`src/rtl/bin_to_bcd_seq.sv`:
```
// Sequential binary-to-BCD converter (shift-and-add-3), one bit per clock.
// The result register only updates when a conversion completes, so a display driven from it never flickers.
module bin_to_bcd_seq #(
    parameter int unsigned WIDTH  = 16,
    parameter int unsigned DIGITS = 5
) (
    input  logic                  clk,
    input  logic                  rst,
    input  logic                  en,
    input  logic [WIDTH-1:0]      bin_in,
    output logic [DIGITS*4-1:0]   bcd_out,
    output logic                  valid,
    output logic                  busy
);

    // state | meaning
    // IDLE  | waiting for en; bcd_out holds last result
    // SHIFT | one add-3/shift step per clock, WIDTH steps
    // DONE  | publish scratch to bcd_out, pulse valid

    localparam int unsigned DW = DIGITS * 4;
    localparam int unsigned CW = (WIDTH > 1) ? $clog2(WIDTH) : 1;
    localparam logic [CW-1:0] CNT_LAST = CW'(WIDTH - 1);

    typedef enum logic [1:0] {IDLE, SHIFT, DONE} state_t;

    state_t           state, state_nxt;
    logic [WIDTH-1:0] shift_reg;
    logic [DW-1:0]    scratch;
    logic [DW-1:0]    scratch_adj;
    logic [CW-1:0]    cnt;
    logic             capture, shifting, finishing;

    always_ff @(posedge clk or posedge rst) begin
        if (rst) state <= IDLE;
        else     state <= state_nxt;
    end

    always_comb begin
        state_nxt = state;
        case (state)
            IDLE:    if (en) state_nxt = SHIFT;
            SHIFT:   if (cnt == CNT_LAST) state_nxt = DONE;
            DONE:    state_nxt = IDLE;
            default: state_nxt = IDLE;
        endcase
    end

    always_comb begin
        busy      = (state != IDLE);
        capture   = (state == IDLE) && en;
        shifting  = (state == SHIFT);
        finishing = (state == DONE);
    end

    // Per-digit +3 correction; digits never carry into each other.
    always_comb begin
        scratch_adj = scratch;
        for (int i = 0; i < DIGITS; i++) begin
            if (scratch[i*4 +: 4] >= 4'd5)
                scratch_adj[i*4 +: 4] = scratch[i*4 +: 4] + 4'd3;
        end
    end

    always_ff @(posedge clk or posedge rst) begin
        if (rst) begin
            shift_reg <= '0;
            scratch   <= '0;
            cnt       <= '0;
            bcd_out   <= '0;
            valid     <= 1'b0;
        end else begin
            valid <= finishing;
            if (capture) begin
                shift_reg <= bin_in;
                scratch   <= '0;
                cnt       <= '0;
            end else if (shifting) begin
                scratch   <= {scratch_adj[DW-2:0], shift_reg[WIDTH-1]};
                shift_reg <= shift_reg << 1;
                // Hold at the last count so a power-of-two WIDTH never wraps.
                if (cnt != CNT_LAST)
                    cnt <= cnt + 1'b1;
            end
            if (finishing)
                bcd_out <= scratch;
        end
    end

endmodule

```
`config.mk`:
```
export PLATFORM = sky130hd
export DESIGN_NAME = bin_to_bcd_seq
export DESIGN_NICKNAME = d
export VERILOG_FILES = /design/src/rtl/bin_to_bcd_seq.sv
export SDC_FILE = /design/constraint.sdc
export NUM_CORES = 1
export LEC_CHECK = 0
export ABC_AREA = 1
export CORE_ASPECT_RATIO = 1.75
export CORE_MARGIN = 3
export CORE_UTILIZATION = 45
export CTS_BUF_LIST = sky130_fd_sc_hd__clkbuf_16
export DETAILED_ROUTE_END_ITERATION = 7
export MAX_ROUTING_LAYER = met4
export PLACE_DENSITY = 0.77
export SLEW_MARGIN = 15
export SYNTH_ARGS = -nofsm -noshare
export SYNTH_HDL_FRONTEND = slang
export SYNTH_SLANG_ARGS = --single-unit
```
`constraint.sdc`:
```
create_clock -name clk -period 5.5 [get_ports clk]
set_input_delay 1.1 -clock clk [delete_from_list [all_inputs] [get_ports clk]]
set_output_delay 1.1 -clock clk [all_outputs]
set_load 0.05 [all_outputs]
```
After elaboration in Yosys (flattened, before gate mapping)
Cells that the tools add are included.
{ "op_classes": {"n_addsub": 6, "magnitude_cmp": 5, "eq_ne": 6, "mux": 15, "n_reduce_logical": 7} }
{ "op_table": {"columns": ["cell", "count"], "rows": [
  ["$mux 20", 2],
  ["$mux 16", 2],
  ["$mux 4", 7],
  ["$ge 4x3->1 const B", 5],
  ["$add 4x2->4 const B", 4],
  ["$reduce_bool 2->1", 3],
  ["$add 4x1->4 const B", 1],
  ["$eq 4x4->1 const B", 1],
  ["$mux 2", 2],
  ["$ne 4x4->1 const B", 1],
  ["$pmux 2 s2", 1],
  ["$reduce_and 2->1", 2],
  ["$add 3x2->3 const B", 1],
  ["$mux 3", 1],
  ["$eq 2x1->1 const B", 1],
  ["$eq 2x2->1 const B", 1],
  ["$logic_not 2->1", 1],
  ["$ne 2x1->1 const B", 1],
  ["$ne 2x2->1 const B", 1],
  ["$logic_and 1x1->1", 1]
]} }
{ "word_totals": {"regBits": 63, "input_bits": 19, "output_inout_bits": 22, "elab_cells": 45} }

Longest topological paths before layout
{ "logic_depth": {"depth_word": 4, "ltp_mapped": 8} }

Worst setup path before layout
OpenSTA, ideal clock, no wires.
{ "synth_path": {"kind": "register to output", "startpoint": "register state[1]", "endpoint": "output port busy", "arrival_ns": 0.919, "required_time_ns": 4.400, "slack_ns": 3.481, "path_stages_with_launch": 3, "path_buffers": 0, "cell_sequence": "dfrtp_1 > inv_4 > nand2_1"} }
{ "synth_via": {"elab_chain_cells": 1} }
{ "synth_rtl": {"columns": ["element", "line_no", "source"], "rows": [
  ["start: declaration", "27", "state_t state, state_nxt;"],
  ["start signal: assignment", "36", "else state <= state_nxt;"],
  ["$reduce_bool 2->1", "50", "busy = (state != IDLE);"],
  ["end: declaration", "13", "output logic busy"]
]} }
No other way between the ends.

Final worst setup path
Same ends and word-level chain as after synthesis.

==> impl_metrics.sql <==
INSERT INTO impl_metrics (metric_group, metric, value, unit) VALUES
('power_and_ir_drop', 'power.leakage', '1.91', 'nW'),
('flow_run', 'max_cap_violations', '0', ''),
('place', 'place_ws', '2.72', 'ns'),
('final_layout', 'layout_overhead_on_the_synthesized_area', '22.9', '%'),
('floorplanning', 'floorplan.die.width', '69.0', 'um'),
('place', 'place_hpwl', '4140', 'um'),
('logic_synthesis', 'post_synth_main_area_contributors', 'dfrtp_1 50%, nand2_1 17%, nand3_1 6.7%', ''),
('logic_synthesis', 'postSynth.asyncResetShare', '100', '%'),
('clock_tree', 'worst_skew_pair_latency', '0.33', 'ns'),
('setup_path', 'cp_cell_sequence', 'inv_4 -> nand2_1 -> clkdlybuf4s50_1', ''),
('detailed_routing', 'detail_route.iter0.violations', '120', ''),
('detailed_routing', 'vias_per_cell', '5.12', ''),
('sta', 'rsz_0062_raised_after_global_routing', 'no', ''),
('sta', 'fin_worst_skew', '0.00356', 'ns'),
('logic_synthesis', 'synth_top_area_cell', 'dfrtp_1', ''),
('logic_synthesis', 'synth.yosys.seq_area_share', '50.4', '%'),
('floorplanning', 'floorplan.die_area', '8030', 'um2'),
('detailed_routing', 'detail_route_antenna_nets', '0', ''),
('clock_tree', 'cts_sinks', '63', ''),
('floorplanning', 'initial_utilization', '47.2', '%'),
('logic_synthesis', 'synth_flop_cell', 'dfrtp_1', ''),
('logic_synthesis', 'synth.yosys.warnings', '0', ''),
('setup_path', 'worstPathMaxFanout', '4', ''),
('setup_path', 'worst_setup_path_end_kind', 'output pin', ''),
('global_route', 'total_routing_usage_gr', '17.3', '%'),
('logic_synthesis', 'mappedNetlistNets', '395', ''),
('detailed_routing', 'drt_first_pass_iters', '4', ''),
('place', 'gpl.final_weighted_congestion', '0.816', ''),
('floorplanning', 'placeableCoreArea', '6640', 'um2'),
('detailed_routing', 'wl_per_cell', '12.6', 'um'),
('setup_path', 'r2r_slack', '3.93', 'ns'),
('power_and_ir_drop', 'cellPowerDensity', '613', 'nW/um2'),
('sta', 'postLayoutSetupSlackWorst', '2.61', 'ns'),
('sta', 'report.final.hold_viol_count', '0', ''),
('clock_tree', 'cts_tree', 'yes', ''),
('logic_synthesis', 'post_synth_num_cell_types', '23', ''),
('setup_path', 'path_class', 'reg -> out', ''),
('logic_synthesis', 'synth-seq-cells', '63', ''),
('logic_synthesis', 'syn_inst', '365', ''),
('clock_tree', 'max-clock-path-buffers', '2', ''),
('setup_path', 'worstPathArrival', '1.79', 'ns'),
('sta', 'final.min_clock_period', '2.89', 'ns'),
('sta', 'maxClockFrequency', '346', 'MHz'),
('final_layout', 'layout.nets', '436', ''),
('setup_path', 'slowest_stage', 'clkdlybuf4s50_1', ''),
('clock_tree', 'clock_tree.htree_level_count', '3', ''),
('setup_path', 'critPathLaunchType', 'flop', ''),
('detailed_routing', 'detailroute.via_count', '2522', ''),
('logic_synthesis', 'syn_area', '3130', 'um2'),
('hold_path', 'worst_hold_path_type', 'reg -> reg', ''),
('outcome', 'status', 'completed', ''),
('final_layout', 'final_layout_size_suffix_gt1_share', '9.73', '%'),
('clock_tree', 'cts.reportedPaths.clkPinSlew', '0.05', 'ns'),
('clock_tree', 'cts.hold.buffers_added', '0', ''),
('logic_synthesis', 'post_synth_most_frequent_cells', '140 x nand2_1, 63 x dfrtp_1, 42 x nand3_1', ''),
('sta', 'relSlewSlack', '46.4', '%'),
('global_route', 'grt_pass1_vias', '2584', ''),
('global_route', 'initial_antenna_violation_count', '0', ''),
('place', 'port_buffers', '40', ''),
('global_route', 'maximum_number_of_pins_on_one_net_before_global_route_repair', '64', ''),
('clock_tree', 'post-cts-setup-buffers', '0', ''),
('clock_tree', 'clock-root-buffer', 'clkbuf_16', ''),
('setup_path', 'critPathRequiredTime', '4.40', 'ns'),
('logic_synthesis', 'synth_enable_flop_cells', '0', ''),
('sta', 'ratio_of_final_minimum_period_to_clock_period', '52.6', '%'),
('sta', 'report.final.slew_viol_count', '0', ''),
('sta', 'fin_setup_tns', '0', 'ns'),
('power_and_ir_drop', 'power.ir.vdd_worst', '361', 'uV'),
('detailed_routing', 'detail_route.drc_violations', '0', ''),
('final_layout', 'antennaDiodeCount', '0', ''),
('logic_synthesis', 'synth_area_per_cell', '8.57', 'um2');
layer usage:
metal	vias to the layer above	routed length, um	GRT usage (%)
met2	78	3230	30.7
met3	17	272	4.05
met5	-	0	-
li1	1264	-	-
met4	0	173	9.91
met1	1163	2540	17.4
kinds of logic (layout without fill, tap and decap cells):
group | count (synthesis) | in the layout | synth area share, %
AO/OA/AOI/OAI | 40 | 40 | 8.32
AND/OR/NAND/NOR | 201 | 201 | 28.5
flip-flops | 63 | 63 | 50.4
XOR/XNOR | 1 | 1 | 0.280
adder cells (fa/ha/maj) | 11 | 11 | 4.40
buffers and inverters | 49 | 95 | 8.16
stage by stage:
stage	area (um2)	hold WS, ns	util [%]	instances	total power [W]
6_report	3840	0.482	57.9	493	0.00236
4_1_cts	3840	0.482	57.9	493	0.00238
3_3_place_gp	3530	0.465	53.2	477	0.00172
5_1_grt	3840	0.503	57.9	493	0.00254
3_5_place_dp	3530	0.469	53.2	477	0.00176
2_1_floorplan	3130	0.449	-	365	0.00152
layout make-up:
class / instances / area (um2)
sequential: 63 / 1580
clock inverter: 7 / 87.6
timing repair buffer: 41 / 408
tap: 82 / 103
inverter: 38 / 148
multi-input combinational: 253 / 1300
fill: 613 / 2790
clock buffer: 9 / 225
worst max-delay path, delay by kind of cell (launching register included):
family | cells | cell delay [ns]
buffers and inverters | 2 | 0.90
DFF | 1 | 0.50
and+or+nand+nor | 1 | 0.07
power breakdown:
group / internal (W) / switching [W] / leakage [nW]
Combinational: 0.000340 / 0.000639 / 0.973
Sequential: 0.000644 / 0.000141 / 0.788
Clock: 0.000392 / 0.000202 / 0.147
Total: 0.00138 / 0.000982 / 1.91
layout by cell type (no fill, tap or decap), drive strengths merged, types with 2 or more instances in the layout:
cell type      synthesis  final
nand2                142    142
dfrtp                 63     63
nand3                 43     43
clkdlybuf4s50          0     40
inv                   38     38
o21ai                 37     37
nand4                 12     12
ha                    11     11
clkbuf                 0      9
o21bai                 3      3
clkinv                 0      3
nor2                   3      3
bufinv                 0      2
clkinvlp               0      2
path summary, 6_finish.rpt:
kind / from / endpoint / cells after the start
min in group asynchronous: rst / scratch[14] / 3
worst max-delay path: state[1] / busy / 3
max in group asynchronous: rst / shift_reg[12] / 3
worst min-delay path: bcd_out[18] / bcd_out[18] / 2
worst max register to register: state[0] / scratch[19] / 3
worst min register to register: bcd_out[18] / bcd_out[18] / 2
Note: power is estimated with default switching activity, not from simulation.
